<file path="config.mk">
export PLATFORM = sky130hd
export DESIGN_NAME = uart_pixel_ctrl
export DESIGN_NICKNAME = d
export VERILOG_FILES = /design/src/rtl/uart_pixel_ctrl.sv
export SDC_FILE = /design/constraint.sdc
export NUM_CORES = 1
export LEC_CHECK = 0
export ABC_CLOCK_PERIOD_IN_PS = 4700
export CAP_MARGIN = 15
export CORE_AREA = 2 2 129 131
export CTS_BUF_LIST = sky130_fd_sc_hd__clkbuf_4 sky130_fd_sc_hd__clkbuf_8
export DETAILED_ROUTE_END_ITERATION = 6
export DIE_AREA = 0 0 131 133
export SETUP_SLACK_MARGIN = 0.3
export SLEW_MARGIN = 20
export SYNTH_ARGS = -nofsm -noshare
export SYNTH_HDL_FRONTEND = slang
export SYNTH_SLANG_ARGS = --single-unit
export TNS_END_PERCENT = 100
</file>
<file path="constraint.sdc">
create_clock -name i_clk -period 4.7 [get_ports i_clk]
set_input_delay 0.94 -clock i_clk [delete_from_list [all_inputs] [get_ports i_clk]]
set_output_delay 0.94 -clock i_clk [all_outputs]
set_load 0.05 [all_outputs]
</file>
<file path="src/rtl/uart_pixel_ctrl.sv">
// uart_pixel_ctrl
//   Packet controller between the UART receiver and the Neopixel pixel
//   store/driver. Parses pixel-write packets (A5 idx G R B chk) and show
//   commands (5A), validates index range and XOR checksum, issues one-cycle
//   pixel-memory writes and holds refresh requests until the driver is idle.
//   Stalled or corrupt packets are discarded and counted (saturating).
//
// Parameters
//   NUM_PIXELS   : number of addressable pixels (valid index 0..NUM_PIXELS-1)
//   ADDR_W       : pixel address width, 2**ADDR_W >= NUM_PIXELS
//   TIMEOUT_CLKS : idle clocks allowed between bytes inside a packet
//
// Ports
//   i_clk       : system clock, rising edge
//   i_reset     : asynchronous active-high reset
//   i_rx_byte   : received byte, valid while i_rx_valid is high
//   i_rx_valid  : one-cycle byte strobe from the UART receiver
//   i_drv_busy  : pixel driver is shifting a frame
//   o_wr_en     : one-cycle pixel-memory write strobe
//   o_wr_addr   : pixel index for the write (held until the next write)
//   o_wr_data   : pixel colour {G,R,B} (held until the next write)
//   o_show      : one-cycle refresh start to the driver
//   o_err_count : saturating count of dropped packets
module uart_pixel_ctrl #(
  parameter int unsigned NUM_PIXELS   = 8,
  parameter int unsigned ADDR_W       = 3,
  parameter int unsigned TIMEOUT_CLKS = 26040
) (
  input  logic              i_clk,
  input  logic              i_reset,
  input  logic [7:0]        i_rx_byte,
  input  logic              i_rx_valid,
  input  logic              i_drv_busy,
  output logic              o_wr_en,
  output logic [ADDR_W-1:0] o_wr_addr,
  output logic [23:0]       o_wr_data,
  output logic              o_show,
  output logic [7:0]        o_err_count
);

  localparam int unsigned CNT_W    = $clog2(TIMEOUT_CLKS + 1);
  localparam logic [CNT_W-1:0] CNT_LAST = CNT_W'(TIMEOUT_CLKS - 1);
  localparam logic [7:0] CMD_PKT  = 8'hA5;
  localparam logic [7:0] CMD_SHOW = 8'h5A;

  typedef enum logic [2:0] {
    S_IDLE, S_INDEX, S_GREEN, S_RED, S_BLUE, S_CHECK
  } state_t;

  state_t              state_q, state_d;
  logic [7:0]          idx_q, idx_d;
  logic [7:0]          g_q, g_d, r_q, r_d, b_q, b_d;
  logic [CNT_W-1:0]    cnt_q, cnt_d;
  logic                pend_q, pend_d;
  logic                wr_en_q, wr_en_d;
  logic [ADDR_W-1:0]   addr_q, addr_d;
  logic [23:0]         data_q, data_d;
  logic                show_q, show_d;
  logic [7:0]          err_q, err_d;
  logic                err_inc;
  logic                show_req;
  logic                pkt_ok;

  // Full 8-bit index is range-checked, not just the address bits.
  assign pkt_ok = (i_rx_byte == (idx_q ^ g_q ^ r_q ^ b_q)) &&
                  (32'(idx_q) < NUM_PIXELS);

  always_comb begin
    state_d  = state_q;
    idx_d    = idx_q;
    g_d      = g_q;
    r_d      = r_q;
    b_d      = b_q;
    cnt_d    = cnt_q;
    wr_en_d  = 1'b0;
    addr_d   = addr_q;
    data_d   = data_q;
    err_inc  = 1'b0;
    show_req = pend_q;

    if (i_rx_valid) begin
      // An accepted byte always restarts the inter-byte timer, even in the
      // cycle the timer would otherwise expire.
      cnt_d = '0;
      case (state_q)
        S_IDLE: begin
          if (i_rx_byte == CMD_PKT)       state_d = S_INDEX;
          else if (i_rx_byte == CMD_SHOW) show_req = 1'b1;
        end
        S_INDEX: begin idx_d = i_rx_byte; state_d = S_GREEN; end
        S_GREEN: begin g_d   = i_rx_byte; state_d = S_RED;   end
        S_RED:   begin r_d   = i_rx_byte; state_d = S_BLUE;  end
        S_BLUE:  begin b_d   = i_rx_byte; state_d = S_CHECK; end
        S_CHECK: begin
          state_d = S_IDLE;
          if (pkt_ok) begin
            wr_en_d = 1'b1;
            addr_d  = idx_q[ADDR_W-1:0];
            data_d  = {g_q, r_q, b_q};
          end else begin
            err_inc = 1'b1;
          end
        end
        default: state_d = S_IDLE;
      endcase
    end else if (state_q != S_IDLE) begin
      if (cnt_q == CNT_LAST) begin
        state_d = S_IDLE;
        cnt_d   = '0;
        err_inc = 1'b1;
      end else begin
        cnt_d = cnt_q + CNT_W'(1);
      end
    end else begin
      cnt_d = '0;
    end

    // A new 5A and an already-pending request merge into one show; the
    // request is held while the driver is busy.
    show_d = show_req && !i_drv_busy;
    pend_d = show_req && i_drv_busy;
    err_d  = (err_inc && (err_q != 8'hFF)) ? err_q + 8'd1 : err_q;
  end

  always_ff @(posedge i_clk or posedge i_reset) begin
    if (i_reset) begin
      state_q <= S_IDLE;
      idx_q   <= '0;
      g_q     <= '0;
      r_q     <= '0;
      b_q     <= '0;
      cnt_q   <= '0;
      pend_q  <= 1'b0;
      wr_en_q <= 1'b0;
      addr_q  <= '0;
      data_q  <= '0;
      show_q  <= 1'b0;
      err_q   <= '0;
    end else begin
      state_q <= state_d;
      idx_q   <= idx_d;
      g_q     <= g_d;
      r_q     <= r_d;
      b_q     <= b_d;
      cnt_q   <= cnt_d;
      pend_q  <= pend_d;
      wr_en_q <= wr_en_d;
      addr_q  <= addr_d;
      data_q  <= data_d;
      show_q  <= show_d;
      err_q   <= err_d;
    end
  end

  assign o_wr_en     = wr_en_q;
  assign o_wr_addr   = addr_q;
  assign o_wr_data   = data_q;
  assign o_show      = show_q;
  assign o_err_count = err_q;

endmodule

</file>
==> impl_results.md <==
* Outcome: finished, final reports clean
* Synth cell types at 38
* Pre-CTS WS at 1100 ps
* Max Slew Vio Count at 0
* Final WS setup at between 1000 and 1500 ps
* WP data arrival at between 3000 and 4000 ps
* Share of the synthesized area in the top cell type at 55.6%
* Chip Height at 133 um
* Core area at 0.0162 mm2
* Number of global-route vias before repair at between 2k and 3k
* Syn avg cell area at about 13 um2
* Hold Crit Depth at 1
* Sequential share of power at around 45%
* Total Routed Length at ~8.2 mm
* Worst-case vdd ir drop at around 0.00022 V
* P_leak at between 2 and 2.5 nW
* Pin count of the biggest net entering global routing at 35
* # setup viols final at 0
* FF+latch count, synth at about 90
* DIE AREA at between 0.015 and 0.02 mm2
* Crit end category: flip-flop
* Cell Rows at 47
* Via density at about 4.3
* Syn Nets at between 300 and 400
* Sequential area share after synthesis at about 56%
* Root Driver: clkbuf_8
* Critical path type: in -> reg
* Residual DRC at 0
* IO Port Bufs at 48
* Worst Reg2Reg Path Length in Cells at 6
* RSZ-0062 raised after global routing: no
* Layout Skew at about 14 ps
* Clock share of power at approximately 23%
* Largest area contributor in the netlist: dfrtp_1
* Clk sinks at between 80 and 90
* Max stage delay on crit path at 670 ps
* Wirelength per Cell at around 14 um
* Crit path time final at around 3200 ps
* Fin util at a little under a third
* Layout Cells excl Fill at ~580
* Final design area excluding fillers at ~0.0049 mm2
* Net Switching at between 0.7 and 0.8 mW
* Syn Inst Count at between 200 and 300
* Clock Tree Buf Depth at 2
* PD cells at 487 mW/mm2
* Post-route ant nets at 0
* Critical Path Slowest Stage Cell: clkdlybuf4s50_1
* Critical path data required time at between 4000 and 5000 ps
* Post-CTS Hold Buffers at 0
* # diodes at 0
* CTS Buf Count at 9
* Top cells by area, synth: dfrtp_1 (56%), mux2_2 (8.8%), mux2_1 (8.0%), xnor2_1 (6.2%), xnor3_1 (2.8%)
* Drt pass-1 iters at 5
* Setup repair bufs after CTS at 0
* Worst Hold Margin at 475 ps
* Layout cell share with drive strength beyond 1 at 17.2%
* Iter 0 DRT Violations at between 100 and 150
* Clk slew on worst S/H paths at 90 ps
* Setup TNS at 0 ps
* Io pins at between 40 and 50
* Combinational power share at about 32%
* Final hold vios at 0
* Int Pwr at about 1.6 mW
* Total track usage at 10.2%
* Clock latency at the later pin of the worst-skew pair at between 300 and 400 ps
* H-tree levels at 3
* CTS tree: yes
* Worst Path Max Fanout at 26
* Crit start category: input pin
* First-pass GRT wire length at between 10 and 15 mm
* Overall power at roughly 2.4 mW
* Placed Cells at between 500 and 600
* Max-cap violation count at 0
* Layout area overhead at 24.1%
* Worst-margin pin slew at a little over 800 ps
* Resize count post-CTS at 0
* Initial antenna violation count at 0
* Warnings, synthesis at 0
* Routability cong. at roughly 0.76
* Fin crit share at between 60% and 70%
* HP Class: reg -> reg
* Synthesized area at roughly 0.0040 mm2
* Worst path cell trace: clkdlybuf4s50_1, xnor3_1, xnor2_1, nand2_1, nor4_4, nand3b_1, buf_4, mux2_1
* Fmax at approximately 310 MHz
* Slew Limit Headroom at around 46%
* Die Wd at around 130 um
* DR vias at approximately 2.4k
* Total grt overflow at 0
* Count of nets after finishing at 364
* Switching Share at about a third
* Dpl cell area at ~0.0047 mm2
* DP HPWL at 5.89 mm
* Initial Utilization at 24.5%
## logic make-up after synthesis
logic type | after synthesis | synth area share (%)
AOI/OAI and AO/OA | 12 | 2.40
adders and majority gates | 2 | 0.631
muxes | 59 | 16.8
DFF | 88 | 55.6
and+or+nand+nor | 74 | 11.3
buffers and inverters | 15 | 1.89
xor gates and xnor gates | 44 | 11.5
## layout make-up
| class | instances | area, um2 |
|---|---|---|
| clock buffers | 10 | 131 |
| clock inverters | 6 | 75.1 |
| fillers | 1605 | 11300 |
| inverters | 6 | 23.8 |
| multi-input cells | 191 | 1690 |
| flip-flops and latches | 88 | 2200 |
| well taps | 220 | 275 |
| repair buffers | 54 | 526 |
## metal layers
layer	wire (um)	share of wire, %	vias up	track usage [%]
met5	0	0	-	0
met3	363	4.4	10	3.19
met1	3810	47	1244	13.5
met4	107	1.3	0	2.84
li1	-	-	1147	-
met2	3910	48	48	16.1
## synth_stat cells, drive strengths merged
cell,n
buf,3
inv,6
dfrtp,88
nand3,8
nor4bb,4
or3,3
clkbuf,6
a21oi,3
or4,1
nor2,20
xor2,11
a32o,2
ha,2
and3,4
a31oi,1
xnor3,5
nor4b,1
or4bb,1
or4b,1
nand3b,3
nor2b,1
nand2,14
xnor2,28
a222oi,1
o21ai,3
o31ai,1
o22ai,1
nor4,3
mux2,59
nand4,7
nor3,1
nand4b,2
## placed cells by master, fill, tap and decap left out, drive strengths merged, types with 6 or more instances in the layout
cell            n
dfrtp          88
mux2           59
clkdlybuf4s50  48
xnor2          28
nor2           20
nand2          14
xor2           11
clkbuf         10
nand3           8
inv             8
nand4           7
buf             6
## power by group through the flow
stage	Clock [mW]	Combinational [mW]	Sequential (mW)
after floorplan	0	0.618	1.07
after global placement	0	0.758	1.10
after detailed placement	0	0.775	1.11
after CTS	0.566	0.779	1.09
after global routing	0.599	0.838	1.12
final	0.541	0.767	1.09
## path summary, 6_finish.rpt
path / start / endpoint / slack [ps]
worst max-delay path: i_rx_byte[2] / o_wr_data[17] / 1480
worst min-delay path: cnt_q[0] / cnt_q[0] / 480
worst max register to register: cnt_q[11] / o_err_count[1] / 2200
worst min register to register: cnt_q[0] / cnt_q[0] / 480
max in group asynchronous: i_reset / g_q[1] / 2950
min in group asynchronous: i_reset / cnt_q[7] / 940
## sequential cells by signal, indices dropped and copies added, names as in the netlist
| name | cells |
|---|---|
| b_q | 8 |
| cnt_q | 15 |
| g_q | 8 |
| idx_q | 8 |
| o_err_count | 8 |
| o_show | 1 |
| o_wr_addr | 3 |
| o_wr_data | 24 |
| o_wr_en | 1 |
| pend_q | 1 |
| r_q | 8 |
| state_q | 3 |
## worst max-delay path, delay by kind of cell
family	cells	cell delay, ps
xor gates and xnor gates	2	540
buffers and inverters	2	990
muxes	1	350
and+or+nand+nor	3	610
Power figures use the tool's default switching activity.
